--- src/rtl/latch_sync_debounce_pkg.sv ---
// Shared types and default parameters for the latch output synchronizer/debouncer.
// Optional glitch counter in latch_sync_debounce is enabled by LATCH_SYNC_GLITCH_CNT_EN.
package latch_sync_pkg;

    typedef enum logic [1:0] {
        STABLE_LO = 2'd0,
        ARM_HI    = 2'd1,
        STABLE_HI = 2'd2,
        ARM_LO    = 2'd3
    } deb_state_t;

    localparam int unsigned DEF_SYNC_STAGES = 2;
    localparam int unsigned DEF_DEB_CYCLES  = 4;
    localparam int unsigned DEF_CNT_W       = 8;

endpackage

--- src/rtl/latch_sync_debounce_sync_chain.sv ---
// Plain flop chain bringing an asynchronous bit into the i_clk domain.
// Stage 0 samples i_d; o_q is the last stage; nothing sits between stages.
module sync_chain #(
    parameter int unsigned STAGES = 2
) (
    input  logic i_clk,
    input  logic i_rstn,
    input  logic i_d,
    output logic o_q
);

    logic [STAGES-1:0] r_sync;

    always_ff @(posedge i_clk or negedge i_rstn) begin
        if (!i_rstn) begin
            r_sync <= '0;
        end else begin
            r_sync <= {r_sync[STAGES-2:0], i_d};
        end
    end

    assign o_q = r_sync[STAGES-1];

endmodule

--- src/rtl/latch_sync_debounce.sv ---
// Synchronizes and debounces the D-latch output, producing a clean level, edge pulses and a rise counter.
// Define LATCH_SYNC_GLITCH_CNT_EN to add the saturating glitch_cnt output.
module latch_sync_debounce
    import latch_sync_pkg::*;
#(
    parameter int unsigned SYNC_STAGES = DEF_SYNC_STAGES,
    parameter int unsigned DEB_CYCLES  = DEF_DEB_CYCLES,
    parameter int unsigned CNT_W       = DEF_CNT_W
) (
    input  logic             clk,
    input  logic             rstn,
    input  logic             q_in,
    input  logic             clr_cnt,
    output logic             level_out,
    output logic             rise_pulse,
    output logic             fall_pulse,
    output logic [CNT_W-1:0] evt_cnt,
    output logic             cnt_ovf,
`ifdef LATCH_SYNC_GLITCH_CNT_EN
    output logic [CNT_W-1:0] glitch_cnt,
`endif
    output deb_state_t       o_dbg_state
);

    localparam int unsigned DEB_W = $clog2(DEB_CYCLES);
    localparam logic [DEB_W-1:0] DEB_ONE  = DEB_W'(1);
    localparam logic [DEB_W-1:0] DEB_LAST = DEB_W'(DEB_CYCLES - 1);

    logic             w_s;
    deb_state_t       r_state;
    deb_state_t       w_state_nxt;
    logic [DEB_W-1:0] r_deb_cnt;
    logic [DEB_W-1:0] w_deb_nxt;
    logic             r_level;
    logic             w_level_nxt;
    logic             r_rise;
    logic             w_rise_nxt;
    logic             r_fall;
    logic             w_fall_nxt;
    logic             w_abort;
    logic [CNT_W-1:0] r_evt_cnt;
    logic             r_ovf;

    sync_chain #(
        .STAGES (SYNC_STAGES)
    ) u_sync (
        .i_clk  (clk),
        .i_rstn (rstn),
        .i_d    (q_in),
        .o_q    (w_s)
    );

    always_ff @(posedge clk or negedge rstn) begin
        if (!rstn) begin
            r_state   <= STABLE_LO;
            r_deb_cnt <= '0;
            r_level   <= 1'b0;
            r_rise    <= 1'b0;
            r_fall    <= 1'b0;
        end else begin
            r_state   <= w_state_nxt;
            r_deb_cnt <= w_deb_nxt;
            r_level   <= w_level_nxt;
            r_rise    <= w_rise_nxt;
            r_fall    <= w_fall_nxt;
        end
    end

    // Any sample disagreeing with the armed direction drops back to the stable state it came from.
    always_comb begin
        w_state_nxt = r_state;
        w_deb_nxt   = r_deb_cnt;
        w_level_nxt = r_level;
        w_rise_nxt  = 1'b0;
        w_fall_nxt  = 1'b0;
        w_abort     = 1'b0;
        case (r_state)
            STABLE_LO: begin
                if (w_s) begin
                    w_state_nxt = ARM_HI;
                    w_deb_nxt   = DEB_ONE;
                end
            end
            ARM_HI: begin
                if (!w_s) begin
                    w_state_nxt = STABLE_LO;
                    w_deb_nxt   = '0;
                    w_abort     = 1'b1;
                end else if (r_deb_cnt == DEB_LAST) begin
                    w_state_nxt = STABLE_HI;
                    w_deb_nxt   = '0;
                    w_level_nxt = 1'b1;
                    w_rise_nxt  = 1'b1;
                end else begin
                    w_deb_nxt = r_deb_cnt + DEB_ONE;
                end
            end
            STABLE_HI: begin
                if (!w_s) begin
                    w_state_nxt = ARM_LO;
                    w_deb_nxt   = DEB_ONE;
                end
            end
            ARM_LO: begin
                if (w_s) begin
                    w_state_nxt = STABLE_HI;
                    w_deb_nxt   = '0;
                    w_abort     = 1'b1;
                end else if (r_deb_cnt == DEB_LAST) begin
                    w_state_nxt = STABLE_LO;
                    w_deb_nxt   = '0;
                    w_level_nxt = 1'b0;
                    w_fall_nxt  = 1'b1;
                end else begin
                    w_deb_nxt = r_deb_cnt + DEB_ONE;
                end
            end
            default: begin
                w_state_nxt = STABLE_LO;
                w_deb_nxt   = '0;
            end
        endcase
    end

    // Clear wins over a same-edge rise: that event is dropped from the count.
    always_ff @(posedge clk or negedge rstn) begin
        if (!rstn) begin
            r_evt_cnt <= '0;
            r_ovf     <= 1'b0;
        end else if (clr_cnt) begin
            r_evt_cnt <= '0;
            r_ovf     <= 1'b0;
        end else if (w_rise_nxt) begin
            r_evt_cnt <= r_evt_cnt + CNT_W'(1);
            if (&r_evt_cnt) begin
                r_ovf <= 1'b1;
            end
        end
    end

`ifdef LATCH_SYNC_GLITCH_CNT_EN
    logic [CNT_W-1:0] r_glitch_cnt;

    always_ff @(posedge clk or negedge rstn) begin
        if (!rstn) begin
            r_glitch_cnt <= '0;
        end else if (clr_cnt) begin
            r_glitch_cnt <= '0;
        end else if (w_abort && !(&r_glitch_cnt)) begin
            r_glitch_cnt <= r_glitch_cnt + CNT_W'(1);
        end
    end

    assign glitch_cnt = r_glitch_cnt;
`else
    logic w_abort_unused;
    assign w_abort_unused = w_abort;
`endif

    assign level_out   = r_level;
    assign rise_pulse  = r_rise;
    assign fall_pulse  = r_fall;
    assign evt_cnt     = r_evt_cnt;
    assign cnt_ovf     = r_ovf;
    assign o_dbg_state = r_state;

endmodule
--- config.mk ---
export PLATFORM = sky130hd
export DESIGN_NAME = latch_sync_debounce
export DESIGN_NICKNAME = d
export VERILOG_FILES = /design/src/rtl/latch_sync_debounce_pkg.sv /design/src/rtl/latch_sync_debounce_sync_chain.sv /design/src/rtl/latch_sync_debounce.sv
export SDC_FILE = /design/constraint.sdc
export NUM_CORES = 1
export LEC_CHECK = 0
export CAP_MARGIN = 15
export CORE_MARGIN = 2
export CORE_UTILIZATION = 30
export CTS_CLUSTER_SIZE = 28
export DETAILED_ROUTE_END_ITERATION = 10
export GPL_TIMING_DRIVEN = 1
export HOLD_SLACK_MARGIN = 0.08
export PLACE_DENSITY_LB_ADDON = 0.15
export SETUP_SLACK_MARGIN = 0.05
export SLEW_MARGIN = 20
export SYNTH_ARGS = -nofsm -noshare
export SYNTH_HDL_FRONTEND = slang
export SYNTH_SLANG_ARGS = --single-unit
--- constraint.sdc ---
create_clock -name clk -period 1.5 [get_ports clk]
set_input_delay 0.15 -clock clk [delete_from_list [all_inputs] [get_ports clk]]
set_output_delay 0.15 -clock clk [all_outputs]
set_load 0.1 [all_outputs]
# After elaboration in Yosys (flattened, before gate mapping)
# Cells that the tools add are included.
# op_classes
n_eq_ne	12
mux	27
addsub	2
n_reduce_logical	9
# op_table
op	n
$mux W2	10
$mux W8	2
$pmux W2 S4	2
$mux W1	12
$add A8 B1 Y8 const B	1
$ne A2 B2 Y1 const B	4
$reduce_and A8 Y1	1
$eq A2 B2 Y1 const B	3
$reduce_bool A2 Y1	3
$reduce_and A5 Y1	1
$ne A2 B1 Y1 const B	2
$reduce_and A2 Y1	2
$reduce_and A4 Y1	1
$ne A3 B2 Y1 const B	1
$ne A3 B3 Y1 const B	1
$add A2 B1 Y2 const B	1
$eq A2 B1 Y1 const B	1
$logic_not A2 Y1	1
$pmux W1 S2	1
# totals
word_cells	58
output_inout_bits	14
inputBits	4
register_bits	18

# Longest topological paths before layout
# logic_depth
ltp_word	6
ltp_mapped	6
ltp_nobuf	5

# Cells and area by module
# A second synthesis with hierarchy kept.
# hier_totals
hier_cells	71
hier_area_um2	784.5
# modules_own_cells
mod	instances	area_each_um2	cells_each	seq_area_each_um2
latch_sync_debounce	1	734.5	69	400.4
sync_chain	1	50.0	2	50.0

# Worst setup path before layout
# No wires, ideal clock.
# synth_path
path_type	reg-to-reg
from	register r_evt_cnt[0], in the netlist evt_cnt[0]
to	register r_evt_cnt[6], in the netlist evt_cnt[6]
setup_ns	0.078
period_less_slack_ns	2.053
setup_slack_ns	-0.553
path_buffers	0
path_stages_with_launch	5
required_time_ns	1.422
t_arrival_ns	1.975
path_cell_list	dfrtp_1 -> ha_1 -> nand2_1 -> or4_1 -> a21oi_1
# synth_via
elab_chain_len	3
# synth_rtl
item	line_no	text
start: declaration	latch_sync_debounce.sv:41	logic [CNT_W-1:0] r_evt_cnt;
start signal: assignment	latch_sync_debounce.sv:134	r_evt_cnt <= r_evt_cnt + CNT_W'(1);
$add A8 B1 Y8	latch_sync_debounce.sv:134	
$mux W8	latch_sync_debounce.sv:133	end else if (w_rise_nxt) begin
$mux W8	latch_sync_debounce.sv:130	end else if (clr_cnt) begin
# No other way between the ends. The select of a mux whose other input is x is not followed.
# A chain may end at the register's enable or synchronous reset.

# Final worst setup path
# layout_path
from	register r_deb_cnt[1]
to	register r_evt_cnt[5], in the netlist evt_cnt[5]
# layout_via
elab_chain_len	5
# layout_rtl
item	line_no	text
start: declaration	latch_sync_debounce.sv:32	logic [DEB_W-1:0] r_deb_cnt;
start signal: assignment	latch_sync_debounce.sv:62	r_deb_cnt <= w_deb_nxt;
$eq A2 B2 Y1	latch_sync_debounce.sv:89	end else if (r_deb_cnt == DEB_LAST) begin
$mux W1	latch_sync_debounce.sv:89	
$mux W1	latch_sync_debounce.sv:85	if (!w_s) begin
$mux W1	latch_sync_debounce.sv:77	case (r_state)
$reduce_bool A2 Y1 (no line)	--	
# No other way between the ends.

==> results.yml <==
clocking:
  cts_made_buffers: 3
  htree_levels: 1
  postCtsHoldBufs: 0
  clk_path_buf_depth: 2
  clkLatencyLatePin_ns: 0.29
  root_buffer: "clkbuf_4"
  tritoncts: "done"
  cts_sinks: 18
  clk_pin_slew_ns: 0.11
synthesis:
  synth_top_cells_by_area: "dfrtp_1, a21oi_1, ha_1, o31ai_1, or4_1"
  netlist_area_um2: 786
  synth_cells: 71
  synth-seq-area-share_pct: 57.3
  synth_nets: 78
  ys_ff_latch: 18
  yosys.area.top_type: "dfrtp_1"
  syn_area_per_cell_um2: 11.1
  synth_cell_types: 25
  synth_warnings: 0
  synth_top_area_share_pct: 57.3
worst_setup_path:
  required_ns: 1.73
  crit_chain: "ha_4 > nand4b_4 > or4_4 > a21oi_2"
  cp-start-kind: "register"
  critPathSlowestCell: "or4_4"
  cp_max_fo: 6
  cp-end-kind: "register"
  cp_slowest_stage_delay_ns: 0.51
  crit_type: "reg -> reg"
  cp.arrival_ns: 1.66
power_and_ir_drop:
  powerDensity_mw_per_mm2: 1220
  power.total_uw: 1610
  static-leakage-power_uw: 0.000534
  peakVddDrop_uv: 812
floorplan:
  io_pins: 18
  fp.dieH_um: 55.2
  core_mm2: 0.00248
  dieArea_mm2: 0.00304
  std_cell_rows: 18
  initial_utilization_pct: 31.7
  die_x_um: 55.2
routing:
  drc: 0
  viasPerCell: 5.02
  ant_nets: 0
  dr.first_iter.drc_count: 11
  wl_per_cell_um: 13.5
  drt_wl_total_um: 1740
  dr.pass1.iters: 4
  vias: 648
grt:
  grt_pass1_wl_um: 3220
  track_usage_pct: 15.2
  globalRouteOverflowTotal: 0
  grt_max_degree: 19
  grt_pass1_vias: 689
  antenna_found_initial: 0
sta:
  worstMarginPinSlew_ns: 0.304
  period_share_pct: 95.4
  rsz0062_at_grt: "yes"
  clock.fmax_mhz: 699
  slew_violations: 0
  period_minus_slack_ns: 1.43
  maxSlewHeadroom_pct: 79.5
  setup_violations: 0
  clock_skew_ns: 0.0121
  finalHoldViolations: 0
layout:
  fin_nets: 107
  area_growth_pct: 68.3
  fillers: 225
  post-route-util_pct: 53.4
  drive_above_1_share_pct: 45.5
  multi_input_area_um2: 388
  seqCellArea_um2: 485
  n_antenna_cell: 0
placement:
  routabilityCongestion: 0.784
  hpwl_um: 1190
  port_buffers: 17
status:
  status: "completed"
run:
  cap_violations: 0
min_path:
  hp-class: "in -> async"
[sequential cells by signal (all words and copies together) (netlist names), named ones only]
| register | count |
|---|---|
| o_dbg_state | 1 |
| r_deb_cnt | 2 |
| cnt_ovf | 1 |
| fall_pulse | 1 |
| level_out | 1 |
| u_sync.r_sync | 2 |
| evt_cnt | 8 |
| rise_pulse | 1 |
[stage by stage]
stage,instances,cell area [um2],TNS [ns],setup slack [ns],hold WS (ns)
CTS,128,1290,0,0.0708,0.183
floorplan,71,856,-0.0867,-0.0297,-0.146
finish,129,1320,0,0.0690,0.180
global route,129,1320,0,0.0135,0.204
detailed placement,123,1240,0,0.0340,0.340
global placement,123,1240,0,0.0708,0.337
[cells in the mapped netlist]
cell type,count
xor2_1,1
o21ai_1,2
nand2b_1,3
nand3_1,4
or4_1,4
o31ai_1,4
nor2_1,3
xnor2_1,1
dfrtp_1,18
o21ai_0,1
or3_1,2
inv_2,1
buf_1,1
nand2_1,5
nand4b_2,1
ha_1,3
o21bai_1,1
o41ai_1,1
inv_1,2
mux2_1,1
a21oi_1,8
a22o_1,1
nand4_1,1
buf_2,1
and2_1,1
[area by class of cell]
| cell class | instances | share of cell area, % |
|---|---|---|
| Clock buffer | 4 | 1.99 |
| Inverter | 3 | 0.851 |
| Multi-Input combinational cell | 49 | 29.3 |
| Sequential cell | 18 | 36.7 |
| Tap cell | 30 | 2.84 |
| Timing Repair Buffer | 25 | 28.3 |
[report_power, final]
part / total [uW] / switching, uW / internal, uW
Sequential: 659 / 93.5 / 565
Combinational: 703 / 406 / 297
Clock: 247 / 144 / 103
[worst max-delay path, delay by kind of cell (launching register included)]
kind	cells	cell delay, ns
simple gates	2	0.65
flops	1	0.42
compound gates	1	0.12
fa+ha+maj	1	0.18
[layer usage]
layer	vias to the layer above	wire length [um]	global-route usage, %
met5	-	0	0
met4	0	15	4.88
met3	2	56	3.49
met2	11	817	24.2
met1	317	850	20.5
li1	318	-	-
[layout by cell type, fill, tap and decap left out, drive strengths merged]
master | netlist | routed
xor2 | 1 | 1
nand2b | 3 | 3
inv | 3 | 3
buf | 2 | 22
a21oi | 8 | 8
nor2 | 3 | 3
dfrtp | 18 | 18
or3 | 2 | 2
nand4b | 1 | 2
nand3 | 4 | 4
clkdlybuf4s50 | 0 | 3
xnor2 | 1 | 1
o41ai | 1 | 1
o31ai | 4 | 4
nand4 | 1 | 1
mux2 | 1 | 1
a22o | 1 | 1
o21ai | 3 | 3
clkbuf | 0 | 4
o21bai | 1 | 1
and2 | 1 | 1
nand2 | 5 | 5
ha | 3 | 3
or4 | 4 | 4
[cell families (layout without fill, tap and decap cells)]
group,count (synthesis),in the layout,synth area share (%)
multiplexers,1,1,1.43
adder cells (fa/ha/maj),3,3,4.78
buffers and inverters,5,32,2.55
AO/OA/AOI/OAI,18,18,14.0
XOR/XNOR,2,2,2.23
flip-flops,18,18,57.3
AND/OR/NAND/NOR,24,25,17.7
[worst paths after layout]
path	from	to	slack, ns	cells past startpoint
hold reg to reg	u_sync.r_sync[0]	u_sync.r_sync[1]	0.36	0
hold / removal	rstn	evt_cnt[0]	0.18	2
max in group asynchronous	rstn	asynchronous set/reset pin	1.08	2
min in group clk	q_in	u_sync.r_sync[0]	0.30	1
setup reg to reg	r_deb_cnt[1]	evt_cnt[5]	0.07	4
setup / recovery	r_deb_cnt[1]	evt_cnt[5]	0.07	4
[what timing repair did]
action,in CTS,in global routing
gates cloned,1,0
setup buffers,0,1
setup endpoints to repair,4,5
pin swaps,0,2
resized for setup,2,5
No activity file was read; power rests on OpenSTA's default activity.
